## src/rtl/elastic_pipe_buf.sv

```systemverilog
// Elastic valid/ready pipeline buffer with DEPTH entries and synchronous flush.
// Optional stall statistics counter enabled by defining ELASTIC_BUF_STATS_EN.
module elastic_pipe_buf #(
    parameter int WIDTH = 32,
    parameter int DEPTH = 2
) (
    input  logic                       clk,
    input  logic                       rst,
    input  logic                       flush,
    input  logic                       in_valid,
    output logic                       in_ready,
    input  logic [WIDTH-1:0]           in_data,
    output logic                       out_valid,
    input  logic                       out_ready,
    output logic [WIDTH-1:0]           out_data,
    output logic [$clog2(DEPTH+1)-1:0] count
`ifdef ELASTIC_BUF_STATS_EN
    ,
    output logic [15:0]                stall_cnt
`endif
);

    localparam int CW = $clog2(DEPTH+1);
    localparam int PW = $clog2(DEPTH);
    localparam logic [CW-1:0] FULL_CNT = CW'(DEPTH);
    localparam logic [PW-1:0] LAST_PTR = PW'(DEPTH-1);

    logic [WIDTH-1:0] r_mem [DEPTH];
    logic [PW-1:0]    r_wr_ptr;
    logic [PW-1:0]    r_rd_ptr;
    logic [CW-1:0]    r_count;

    logic             w_in_ready;
    logic             w_out_valid;
    logic             w_push;
    logic             w_pop;
    logic [PW-1:0]    w_wr_nxt;
    logic [PW-1:0]    w_rd_nxt;

    // Ready is a function of registered occupancy only, so a full buffer
    // never accepts on the same edge it pops.
    assign w_in_ready  = (r_count < FULL_CNT);
    assign w_out_valid = (r_count != '0);
    assign w_push      = in_valid & w_in_ready;
    assign w_pop       = w_out_valid & out_ready;

    assign w_wr_nxt = (r_wr_ptr == LAST_PTR) ? '0 : r_wr_ptr + 1'b1;
    assign w_rd_nxt = (r_rd_ptr == LAST_PTR) ? '0 : r_rd_ptr + 1'b1;

    assign in_ready  = w_in_ready;
    assign out_valid = w_out_valid;
    assign out_data  = w_out_valid ? r_mem[r_rd_ptr] : '0;
    assign count     = r_count;

    always_ff @(posedge clk or posedge rst) begin
        if (rst) begin
            r_wr_ptr <= '0;
            r_rd_ptr <= '0;
            r_count  <= '0;
        end else if (flush) begin
            r_wr_ptr <= '0;
            r_rd_ptr <= '0;
            r_count  <= '0;
        end else begin
            if (w_push) r_wr_ptr <= w_wr_nxt;
            if (w_pop)  r_rd_ptr <= w_rd_nxt;
            case ({w_push, w_pop})
                2'b10:   r_count <= r_count + 1'b1;
                2'b01:   r_count <= r_count - 1'b1;
                default: r_count <= r_count;
            endcase
        end
    end

    // Storage is left stale on flush; out_data is masked while empty.
    always_ff @(posedge clk or posedge rst) begin
        if (rst) begin
            for (int i = 0; i < DEPTH; i++) r_mem[i] <= '0;
        end else if (w_push && !flush) begin
            r_mem[r_wr_ptr] <= in_data;
        end
    end

`ifdef ELASTIC_BUF_STATS_EN
    logic [15:0] r_stall_cnt;

    // Counts upstream back-pressure cycles; saturating, cleared only by reset.
    always_ff @(posedge clk or posedge rst) begin
        if (rst) begin
            r_stall_cnt <= '0;
        end else if (in_valid && !w_in_ready && (r_stall_cnt != 16'hFFFF)) begin
            r_stall_cnt <= r_stall_cnt + 16'd1;
        end
    end

    assign stall_cnt = r_stall_cnt;
`endif

endmodule

```

## config.mk

```make
export PLATFORM = sky130hd
export DESIGN_NAME = elastic_pipe_buf
export DESIGN_NICKNAME = d
export VERILOG_FILES = /design/src/rtl/elastic_pipe_buf.sv
export SDC_FILE = /design/constraint.sdc
export NUM_CORES = 1
export LEC_CHECK = 0
export ABC_AREA = 1
export ABC_CLOCK_PERIOD_IN_PS = 6100
export BUFFER_PORTS_ARGS = -buffer_cell sky130_fd_sc_hd__buf_2
export CAP_MARGIN = 20
export CORE_MARGIN = 4
export CORE_UTILIZATION = 40
export DETAILED_ROUTE_END_ITERATION = 10
export PLACE_DENSITY = 0.73
export SYNTH_ARGS = -nofsm -noshare
export SYNTH_HDL_FRONTEND = slang
export SYNTH_SLANG_ARGS = --single-unit
```

## constraint.sdc

```tcl
create_clock -name clk -period 6.1 [get_ports clk]
set_clock_uncertainty 0.05 [all_clocks]
set_input_delay 1.22 -clock clk [delete_from_list [all_inputs] [get_ports clk]]
set_output_delay 1.22 -clock clk [all_outputs]
set_load 0.05 [all_outputs]
```

== Word-level counts from Yosys, hierarchy flattened ==
Index checks and enable logic that the tools add are counted.
W data, S select, Z words.

* Output and inout port bits: 36
* Register bits: 68
* Input bits: 37
* Logic and storage cells: 41

* Bitwise gates (word level): 4
* Reductions and logical operators: 7
* Multiplexer cells: 15
* Equality and inequality tests: 2
* Add/sub/neg operators: 4
* $lt $le $gt $ge: 4

{| class="wikitable"
|+ Operator list
! kind !! number
|-
| $mux W32 || 5
|-
| $bwmux W64 || 1
|-
| $demux W32 S1 || 1
|-
| $mux W1 || 6
|-
| $reduce_bool A2 Y1 || 3
|-
| $ge A2 B2 Y1 const B || 2
|-
| $not A1 Y2 || 2
|-
| $pmux W2 S2 || 1
|-
| $reduce_bool A3 Y1 || 1
|-
| $add A1 B1 Y1 const B || 2
|-
| $add A2 B1 Y2 const B || 1
|-
| $and A1 B1 Y1 || 2
|-
| $eq A2 B1 Y1 const B || 1
|-
| $eq A2 B2 Y1 const B || 1
|-
| $logic_and A1 B1 Y1 || 2
|-
| $lt A2 B1 Y1 const B || 1
|-
| $lt A2 B2 Y1 const B || 1
|-
| $mux W2 || 1
|-
| $sub A2 B1 Y2 const B || 1
|-
| $logic_not A1 Y1 || 1
|}

== Depth between registers and ports, before layout ==
* Word-level depth: 6
* Mapped depth: 8

== Worst setup path after synthesis ==
Ideal clock, no wire load.

* Path kind: register to output
* Start point: register r_count[1], in the netlist count[1]
* End point: output out_data[0]
* Buffers on the path: 1
* Setup slack: 3.022 ns
* Stages on the path, launching flop included: 4
* Arrival: 1.808 ns
* Data required time: 4.830 ns
* Cells stage by stage: dfrtp_1 > nor2_1 > buf_2 > a21oi_1

* Longest elaborated chain between the ends: 2

{| class="wikitable"
|+ Ends and longest elaborated chain
! element !! line !! text
|-
| from (decl) || 31 || <nowiki>logic [CW-1:0] r_count;</nowiki>
|-
| from (signal assigned) || 68 || <nowiki>2'b10: r_count <= r_count + 1'b1;</nowiki>
|-
| from (signal assigned) || 69 || <nowiki>2'b01: r_count <= r_count - 1'b1;</nowiki>
|-
| from (signal assigned) || 70 || <nowiki>default: r_count <= r_count;</nowiki>
|-
| $reduce_bool A2 Y1 || 43 || <nowiki>assign w_out_valid = (r_count != '0);</nowiki>
|-
| $mux W32 || 52 || <nowiki>assign out_data = w_out_valid ? r_mem[r_rd_ptr] : '0;</nowiki>
|-
| to (decl) || 15 || <nowiki>output logic [WIDTH-1:0] out_data,</nowiki>
|}

No other way between the ends.

== Final worst setup path ==
* Start point: register r_rd_ptr
* End point: output out_data[22]

* Longest elaborated chain between the ends: 5

{| class="wikitable"
|+ Ends and longest elaborated chain
! element !! line !! text
|-
| from (decl) || 30 || <nowiki>logic [PW-1:0] r_rd_ptr;</nowiki>
|-
| from (signal assigned) || 66 || <nowiki>if (w_pop) r_rd_ptr <= w_rd_nxt;</nowiki>
|-
| $not A1 Y2 (not written as such) || 52 ||
|-
| $mux W32 (not written as such) (3 in series) || 52 ||
|-
| $mux W32 || 52 ||
|}

No other way between the ends. The select of a mux whose other input is x is not followed.

==> out/qor.yml <==
clock_tree:
  cts_buffers: 9
  root_buffer: "clkbuf_8"
  cts_hold_buffers: 0
  post_cts_buffers: 0
  cts.path.max_buffers: 2
  clk_latency_ns: 0.33
  clock-sinks: 68
  clk_transition_reported_paths_ns: 0.07
  cts_htree_levels: 3
  ctsResizeCount: 0
  cts_tree: "built"
worst_setup_path:
  worstSetupEndpointType: "output pin"
  critPathMaxFanout: 21
  path_class: "reg2out"
  start_kind: "flip-flop"
  critPathArrivalTime_ns: 2.47
  crit_required_ns: 4.83
routing:
  vias_per_cell: 4.738
  wl_per_cell_um: 12.85
  drc: 0
  vias: 2620
  first_pass_iters: 4
  first_iter_violations: 155
  wirelength_um: 7105
  ant_nets: 0
yosys:
  synth_common_cells: "142 x nand2_1, 68 x dfrtp_1, 42 x o21ai_0"
  synth_top_area_share_pct: 53.56
  syn_area_mm2: 0.003177
  netlist_instances: 381
  synthTopCellsByArea: "dfrtp_1 54%, nand2_1 17%, o21ai_0 6.6%"
  synth_edf_count: 0
  yosysMostFrequentCell: "nand2_1"
  synth_ff_type: "dfrtp_1"
  syn_avg_cell_area_um2: 8.338
  ys_seq_area_share_pct: 53.56
  synth.ff_latch_count: 68
  yosysTopAreaCell: "dfrtp_1"
  syn_nets: 418
  ys_types: 18
  yosysWarnings: 0
  synthArstFlopShare_pct: 100.0
sta:
  min_period_ns: 3.744
  period_share_pct: 61.37
  setup_viol: 0
  rsz0062_at_grt: "no"
  fmax_mhz: 267.1
  tightest_slew_ns: 1.027
  hold_slack_ns: 0.4341
  slew_headroom_pct: 31.31
  hold_viol: 0
  fin_setup_tns_ns: 0
  drv_slew: 0
finish:
  diodes: 0
  area_growth_pct: 20.05
  drive_above_1_share_pct: 27.27
  layout.nets: 483
  fill_cells: 778
floorplan:
  die-area_mm2: 0.009431
  ios: 73
  rows: 32
  coreArea_mm2: 0.007727
  die_x_um: 97.12
  start_util_pct: 41.11
  die_h_um: 97.12
grt:
  overflow: 0
  grt_max_degree: 69
  grt_pass1_vias: 2676
  grt_pass1_wl_um: 12210
  grt_antenna_before_repair: 0
  grt.total_usage_pct: 15.88
placed_design:
  hpwl_um: 4578
  gp_congestion: 0.8237
  port_buffers: 72
status:
  status: "finished clean"
flow_run:
  max_cap_viol_count: 0
power:
  pwr_density_cell_mw_per_mm2: 482.4
  power_leakage_nw: 2.026
  ir_drop_mv: 0.2567
worst_hold_path:
  holdCritPathClass: "reg2reg"
[per-layer routing]
metal  global-route usage, %  vias up  wire length (um)
li1                        -     1329                 -
met2                   26.22       73              3320
met5                       0        -                 0
met4                   6.803        0                85
met1                   19.43     1210              3282
met3                   4.523        8               418
[report_power, final]
| group | switching [mW] | total, mW | internal (mW) |
|---|---|---|---|
| Clock | 0.173 | 0.443 | 0.270 |
| Sequential | 0.101 | 0.724 | 0.623 |
| Combinational | 0.480 | 0.673 | 0.193 |
[cells in the final DEF (no fill, tap or decap), types with 3 or more instances in the layout]
cell         n
nand2_1    142
inv_1       36
o21ai_2     23
bufinv_16    3
o21ai_0     42
buf_4        3
dfrtp_1     68
inv_2        3
nand3_1      3
a21oi_1     33
nor2_1       3
buf_2       72
clkbuf_8     9
[final timing paths]
path	slack, ns	cells past startpoint	startpoint	to
hold reg to reg	0.43	2	r_mem[45]	r_mem[45]
hold / removal	0.43	2	r_mem[45]	r_mem[45]
setup / recovery	2.36	6	r_rd_ptr	out_data[22]
min in group asynchronous	1.09	3	rst	r_mem[36]
max in group asynchronous	4.36	3	rst	r_mem[45]
setup reg to reg	4.06	7	count[1]	r_mem[35]
[cells by family (layout without fill, tap and decap cells)]
logic type	after synthesis	count (layout)	share of synthesized area [%]
AOI/OAI and AO/OA	98	98	18.16
DFF	68	68	53.56
and+or+nand+nor	152	152	18.59
buffers and inverters	63	133	9.688
[critical path, stage by stage (launching register included)]
cell,delay [ns]
dfrtp_1,0.70
buf_16,0.23
clkinv_1,0.45
buf_8,0.35
nand2_1,0.07
a21oi_1,0.07
buf_2,0.25
[final cells by class]
type	instances	area, um2	share of cell area (%)
flip-flops and latches	68	1702	44.62
multi-input cells	250	1170	30.68
repair buffers	77	425.4	11.15
inverters	40	150.1	3.937
well taps	102	127.6	3.346
clock buffers	9	123.9	3.248
clock inverters	7	115.1	3.018
[sequential cells by signal, summed over array words and instances (netlist names)]
register and cells:
r_mem 64, count 2, r_rd_ptr 1, r_wr_ptr 1
[through the flow]
| step | utilization, % | cells | area (um2) | worst slack, ns | total power, mW |
|---|---|---|---|---|---|
| floorplan | - | 381 | 3177 | 3.022 | 1.253 |
| global placement | 45.71 | 535 | 3532 | 1.841 | 1.379 |
| detailed placement | 46.07 | 536 | 3560 | 2.386 | 1.409 |
| CTS | 49.16 | 552 | 3799 | 1.992 | 1.861 |
| global route | 49.35 | 553 | 3814 | 2.165 | 1.971 |
| finish | 49.35 | 553 | 3814 | 2.356 | 1.840 |
No activity file was read; power rests on OpenSTA's default activity.
